--- config.mk ---
export PLATFORM = sky130hd
export DESIGN_NAME = axil_user_arbiter
export DESIGN_NICKNAME = d
export VERILOG_FILES = /design/src/rtl/axil_arb_pkg.sv /design/src/rtl/axil_rr_pick.sv /design/src/rtl/axil_user_arbiter.sv
export SDC_FILE = /design/constraint.sdc
export NUM_CORES = 1
export LEC_CHECK = 0
export ABC_CLOCK_PERIOD_IN_PS = 8600
export CAP_MARGIN = 10
export CORE_AREA = 2 2 172 174
export CTS_CLUSTER_SIZE = 24
export DETAILED_ROUTE_END_ITERATION = 10
export DIE_AREA = 0 0 174 176
export DONT_BUFFER_PORTS = 1
export PLACE_DENSITY_LB_ADDON = 0.2
export SLEW_MARGIN = 10
export SYNTH_ARGS = -nofsm -noshare
export SYNTH_HDL_FRONTEND = slang
export SYNTH_HIERARCHICAL = 1
export SYNTH_SLANG_ARGS = --single-unit
export TNS_END_PERCENT = 5
--- constraint.sdc ---
create_clock -name i_clk -period 8.6 [get_ports i_clk]
set_input_delay 1.72 -clock i_clk [delete_from_list [all_inputs] [get_ports i_clk]]
set_output_delay 1.72 -clock i_clk [all_outputs]
set_load 0.01 [all_outputs]
--- src/rtl/axil_arb_pkg.sv ---
// Shared types for the AXI-lite user-port arbiter: FSM encoding and response codes.
package axil_arb_pkg;

    typedef enum logic [1:0] {
        StIdle   = 2'd0,
        StWrWait = 2'd1,
        StRdWait = 2'd2
    } arb_state_e;

    localparam logic RSP_OK      = 1'b0;
    localparam logic RSP_TIMEOUT = 1'b1;

endpackage

--- src/rtl/axil_rr_pick.sv ---
// Combinational round-robin selector: first set request after i_last, wrapping around.
module axil_rr_pick #(
    parameter int unsigned NUM_REQ = 4,
    parameter int unsigned IW      = $clog2(NUM_REQ)
) (
    input  logic [NUM_REQ-1:0] i_req,
    input  logic [IW-1:0]      i_last,
    output logic [NUM_REQ-1:0] o_grant,
    output logic [IW-1:0]      o_idx,
    output logic               o_any
);

    int unsigned w_pos;

    always_comb begin
        o_grant = '0;
        o_idx   = '0;
        o_any   = 1'b0;
        w_pos   = 0;
        // Offset 1..NUM_REQ visits i_last+1 first and i_last itself last.
        for (int unsigned off = 1; off <= NUM_REQ; off++) begin
            w_pos = (int'(i_last) + off) % NUM_REQ;
            if (!o_any && i_req[w_pos]) begin
                o_any          = 1'b1;
                o_idx          = IW'(w_pos);
                o_grant[w_pos] = 1'b1;
            end
        end
    end

endmodule

--- src/rtl/axil_user_arbiter.sv ---
// Round-robin arbiter sharing one AXI-lite user port among NUM_REQ requesters,
// one transaction in flight, with a per-transaction ready timeout.
module axil_user_arbiter
    import axil_arb_pkg::*;
#(
    parameter int unsigned NUM_REQ     = 4,
    parameter int unsigned ADDR_W      = 32,
    parameter int unsigned DATA_W      = 32,
    parameter int unsigned TIMEOUT_CYC = 1024
) (
    input  logic                      i_clk,
    input  logic                      i_reset,
    input  logic [NUM_REQ-1:0]        i_req_valid,
    input  logic [NUM_REQ-1:0]        i_req_we,
    input  logic [NUM_REQ*ADDR_W-1:0] i_req_addr,
    input  logic [NUM_REQ*DATA_W-1:0] i_req_wdata,
    output logic [NUM_REQ-1:0]        o_req_ack,
    output logic [NUM_REQ-1:0]        o_rsp_valid,
    output logic                      o_rsp_err,
    output logic [DATA_W-1:0]         o_rsp_rdata,
    output logic                      o_write,
    output logic                      o_read,
    output logic [ADDR_W-1:0]         o_user_waddr,
    output logic [DATA_W-1:0]         o_user_wdata,
    output logic [ADDR_W-1:0]         o_user_raddr,
    input  logic [DATA_W-1:0]         i_user_rdata,
    input  logic                      i_wr_ready,
    input  logic                      i_rd_ready,
    output logic                      o_busy
);

    localparam int unsigned IW = $clog2(NUM_REQ);
    localparam int unsigned CW = (TIMEOUT_CYC > 0) ? $clog2(TIMEOUT_CYC + 1) : 1;
    localparam logic [CW-1:0] CNT_LAST = (TIMEOUT_CYC > 0) ? CW'(TIMEOUT_CYC - 1) : '0;

    arb_state_e          r_state;
    logic [IW-1:0]       r_owner;
    logic [NUM_REQ-1:0]  r_owner_oh;
    logic [IW-1:0]       r_last;
    logic [CW-1:0]       r_cnt;
    logic [NUM_REQ-1:0]  r_req_ack;
    logic [NUM_REQ-1:0]  r_rsp_valid;
    logic                r_rsp_err;
    logic [DATA_W-1:0]   r_rsp_rdata;
    logic                r_write;
    logic                r_read;
    logic                r_busy;
    logic [ADDR_W-1:0]   r_waddr;
    logic [DATA_W-1:0]   r_wdata;
    logic [ADDR_W-1:0]   r_raddr;

    logic [NUM_REQ-1:0]  w_grant;
    logic [IW-1:0]       w_idx;
    logic                w_any;
    logic                w_timeout;
    logic [ADDR_W-1:0]   w_sel_addr;
    logic [DATA_W-1:0]   w_sel_wdata;

    axil_rr_pick #(
        .NUM_REQ (NUM_REQ),
        .IW      (IW)
    ) u_pick (
        .i_req   (i_req_valid),
        .i_last  (r_last),
        .o_grant (w_grant),
        .o_idx   (w_idx),
        .o_any   (w_any)
    );

    assign w_sel_addr  = i_req_addr[w_idx*ADDR_W +: ADDR_W];
    assign w_sel_wdata = i_req_wdata[w_idx*DATA_W +: DATA_W];
    assign w_timeout   = (TIMEOUT_CYC != 0) && (r_cnt == CNT_LAST);

    always_ff @(posedge i_clk or posedge i_reset) begin
        if (i_reset) begin
            r_state     <= StIdle;
            r_owner     <= '0;
            r_owner_oh  <= '0;
            r_last      <= IW'(NUM_REQ - 1);
            r_cnt       <= '0;
            r_req_ack   <= '0;
            r_rsp_valid <= '0;
            r_rsp_err   <= RSP_OK;
            r_rsp_rdata <= '0;
            r_write     <= 1'b0;
            r_read      <= 1'b0;
            r_busy      <= 1'b0;
            r_waddr     <= '0;
            r_wdata     <= '0;
            r_raddr     <= '0;
        end else begin
            r_req_ack   <= '0;
            r_rsp_valid <= '0;
            unique case (r_state)
                StIdle: begin
                    if (w_any) begin
                        r_owner    <= w_idx;
                        r_owner_oh <= w_grant;
                        r_req_ack  <= w_grant;
                        r_cnt      <= '0;
                        r_busy     <= 1'b1;
                        if (i_req_we[w_idx]) begin
                            r_write <= 1'b1;
                            r_waddr <= w_sel_addr;
                            r_wdata <= w_sel_wdata;
                            r_state <= StWrWait;
                        end else begin
                            r_read  <= 1'b1;
                            r_raddr <= w_sel_addr;
                            r_state <= StRdWait;
                        end
                    end
                end
                StWrWait: begin
                    // Ready beats the timeout when both land in the same cycle.
                    if (i_wr_ready || w_timeout) begin
                        r_write     <= 1'b0;
                        r_busy      <= 1'b0;
                        r_rsp_valid <= r_owner_oh;
                        r_rsp_err   <= i_wr_ready ? RSP_OK : RSP_TIMEOUT;
                        r_last      <= r_owner;
                        r_state     <= StIdle;
                    end else begin
                        r_cnt <= r_cnt + 1'b1;
                    end
                end
                StRdWait: begin
                    if (i_rd_ready || w_timeout) begin
                        r_read      <= 1'b0;
                        r_busy      <= 1'b0;
                        r_rsp_valid <= r_owner_oh;
                        r_rsp_err   <= i_rd_ready ? RSP_OK : RSP_TIMEOUT;
                        r_rsp_rdata <= i_rd_ready ? i_user_rdata : '0;
                        r_last      <= r_owner;
                        r_state     <= StIdle;
                    end else begin
                        r_cnt <= r_cnt + 1'b1;
                    end
                end
                default: begin
                    r_write <= 1'b0;
                    r_read  <= 1'b0;
                    r_busy  <= 1'b0;
                    r_state <= StIdle;
                end
            endcase
        end
    end

    assign o_req_ack    = r_req_ack;
    assign o_rsp_valid  = r_rsp_valid;
    assign o_rsp_err    = r_rsp_err;
    assign o_rsp_rdata  = r_rsp_rdata;
    assign o_write      = r_write;
    assign o_read       = r_read;
    assign o_busy       = r_busy;
    assign o_user_waddr = r_waddr;
    assign o_user_wdata = r_wdata;
    assign o_user_raddr = r_raddr;

endmodule

==> flow_summary.ini <==
[floorplanning]
coreArea_mm2 = 0.0285
fp.dieH_um = 176
rows = 62
die_w_um = 174
initial_utilization = 0.295
boundaryPins = 440
die_area_mm2 = 0.0306

[setup_path]
crit_required_ps = 8910
cp-start-kind = flip-flop
crit_fanout = 21
cp-end-kind = flip-flop
arrival_ps = 4980
path_class = flip-flop to flip-flop
r2r_slack_ps = 3930

[global_routing]
met3_usage = 0.0433
grt_pass1_vias = 5841
grt_usage = 0.165
grt_max_degree = 102
grt_pass1_wl_um = 37900
antenna_found_initial = 5
grt_overflow = 0
use_met2 = 0.289
grt_busiest_layer = met2
globalRouteMet1Util = 0.197

[place]
numPortBuffers = 0
dp.final_hpwl_um = 20300
gp_congestion = 0.857

[layout]
nFillCells = 2873
nets = 884
syn_to_final_growth_pct = 11.5
drive_gt1_frac = 0.368

[clocking]
cts_max_path_buffers = 2
root_buffer = clkbuf_16
cts-resized-gates = 0
cts_hold_buf = 0
cts_tree = done
insertion_delay_ps = 430
post-cts-setup-buffers = 0
cts_sinks = 161
cts_buffers = 17
clkSlewWorstSetupHoldPaths_ps = 70
cts_max_level = 4

[logic_synthesis]
synth-edff-count = 0
syn_avg_cell_area_um2 = 14.2
yosysSeqAreaShare = 0.478
async_flop_share = 1.00
netlist_area_mm2 = 0.00843
synth_seq_cells = 161
ys.flop_type = dfrtp_1
synthCells = 592
ys_types = 55
syn-num-nets = 905
yosys_warnings = 6

[hold_path]
hold_class = flip-flop to flip-flop

[power_and_ir_drop]
combPwrFrac = 0.443
vdd_ir_drop_max_mv = 0.197
power_switching_uw = 1710
switching_share = 0.403
leakage_uw = 0.00380
p_seq_frac = 0.380
clkPwrFrac = 0.178
internal_power_uw = 2540
power_density_mw_per_mm2 = 452

[timing]
rsz0062_at_grt = no
maxSlewViolCount = 0
relSlewSlack = 0.222
setup_viol_count_final = 0
finalCritPeriodShare = 0.543
hold_viol_final = 0
fin_tns_setup_ps = 0
worst_pin_slew_ps = 1170
skew_ps = 18.9
fmax_mhz = 214
finalCriticalPeriod_ps = 4670
hold_ws_ps = 471

[run]
cap_violations = 0

[detailed_routing]
drt_wl_total_um = 26000
drcViolationCount = 0
routedWlPerCell_um = 26.8
drtIter0Drc = 225
dr.pass1.iters = 5
vias = 5478
viasPerCell = 5.65
route.antenna.remaining_nets = 0

[status]
status = complete, no violations
==> final timing paths <==
check | startpoint | to | cells past startpoint
worst max-delay path | r_last[0] | o_user_raddr[20] | 9
worst min-delay path | r_owner_oh[3] | r_owner_oh[3] | 1
worst max register to register | r_last[0] | o_user_raddr[20] | 9
worst min register to register | r_owner_oh[3] | r_owner_oh[3] | 1
max in group asynchronous | i_reset | r_cnt[5] | 2
min in group asynchronous | i_reset | o_rsp_rdata[11] | 1
==> cells by family after synthesis <==
group / Yosys count / synth area share
fa+ha+maj: 13 / 0.0193
mux: 173 / 0.320
buf+inv: 62 / 0.0325
compound gates: 103 / 0.0969
flops: 161 / 0.478
simple gates: 80 / 0.0533
==> Yosys cell counts (all sizes together), types with 3 or more instances <==
cell     number  area share
o21ai         7      0.0042
nand2b        5      0.0037
ha           13       0.019
a21oi         9      0.0053
a31oi         5      0.0037
a211oi        4      0.0036
mux4         67        0.18
or4           3      0.0027
mux2i         5      0.0059
and3          9      0.0067
dfrtp       159        0.47
buf          24       0.015
or3           6      0.0045
nand3         7      0.0042
nand2        17      0.0076
nand4         8      0.0059
o41ai        10       0.010
nor2          8      0.0036
nor3          3      0.0018
a2111o        4      0.0053
a21o          4      0.0036
a22o         34       0.035
a2bb2oi       4      0.0042
o21a          3      0.0027
inv          17      0.0076
clkbuf       21      0.0095
mux2        101        0.13
o31ai         7      0.0062
==> worst max-delay path: stages (launching register included) <==
cell	delay, ps
dfstp_2	820
inv_1	180
ha_1	550
inv_1	230
a311o_1	350
a221oi_4	480
mux4_2	680
nor2_4	500
buf_4	380
mux2_2	370
==> area by class of cell <==
| cell class | instances | area, um2 | area share |
|---|---|---|---|
| Multi-Input combinational cell | 369 | 4190 | 0.445 |
| Sequential cell | 161 | 4030 | 0.429 |
| Antenna cell | 2 | 5.00 | 0.000532 |
| Tap cell | 384 | 480 | 0.0511 |
| Clock inverter | 15 | 165 | 0.0176 |
| Inverter | 17 | 68.8 | 0.00732 |
| Timing Repair Buffer | 5 | 41.3 | 0.00439 |
| Clock buffer | 17 | 425 | 0.0452 |
==> power by group through the flow <==
stage | logic, uW | clock network [uW] | registers, uW
6_report | 1880 | 755 | 1620
4_1_cts | 1910 | 783 | 1630
3_3_place_gp | 1830 | 0 | 1640
3_5_place_dp | 1920 | 0 | 1640
2_1_floorplan | 1590 | 0 | 1450
5_1_grt | 2070 | 817 | 1640
==> metrics by stage <==
step | power, uW | std cells | area [um2] | util | worst slack [ps]
after floorplan | 3040 | 592 | 8430 | - | 2540
after global placement | 3470 | 936 | 8800 | 0.308 | 3670
after detailed placement | 3560 | 936 | 8800 | 0.308 | 3500
after CTS | 4320 | 968 | 9390 | 0.329 | 3840
after global routing | 4530 | 970 | 9400 | 0.329 | 3580
final | 4250 | 970 | 9400 | 0.329 | 3930
==> flip-flops by register name, indices dropped and copies added, names as in the netlist <==
| signal | count |
|---|---|
| o_rsp_rdata | 32 |
| o_user_raddr | 32 |
| o_user_waddr | 32 |
| o_user_wdata | 32 |
| r_cnt | 11 |
| o_req_ack | 4 |
| o_rsp_valid | 4 |
| r_owner_oh | 4 |
| r_last | 2 |
| r_owner | 2 |
| r_state | 2 |
| o_busy | 1 |
| o_read | 1 |
| o_rsp_err | 1 |
| o_write | 1 |
==> metal layers <==
metal,vias to the layer above,part of all wire,routed length (um)
met5,-,0.00054,14
met4,4,0.027,695
met3,35,0.066,1720
met2,304,0.53,13700
met1,2845,0.38,9800
li1,2290,-,-
==> placed cells by master, fill, tap and decap left out, drive strengths merged, types with 8 or more instances in the layout <==
cell / Yosys / routed
mux4: 67 / 67
a21oi: 9 / 9
nand4: 8 / 8
inv: 17 / 24
ha: 13 / 13
clkinv: 0 / 8
a22o: 34 / 34
dfrtp: 159 / 159
o41ai: 10 / 10
clkbuf: 21 / 17
nand2: 17 / 17
mux2: 101 / 101
nor2: 8 / 8
and3: 9 / 9
No activity file was read; power rests on OpenSTA's default activity.
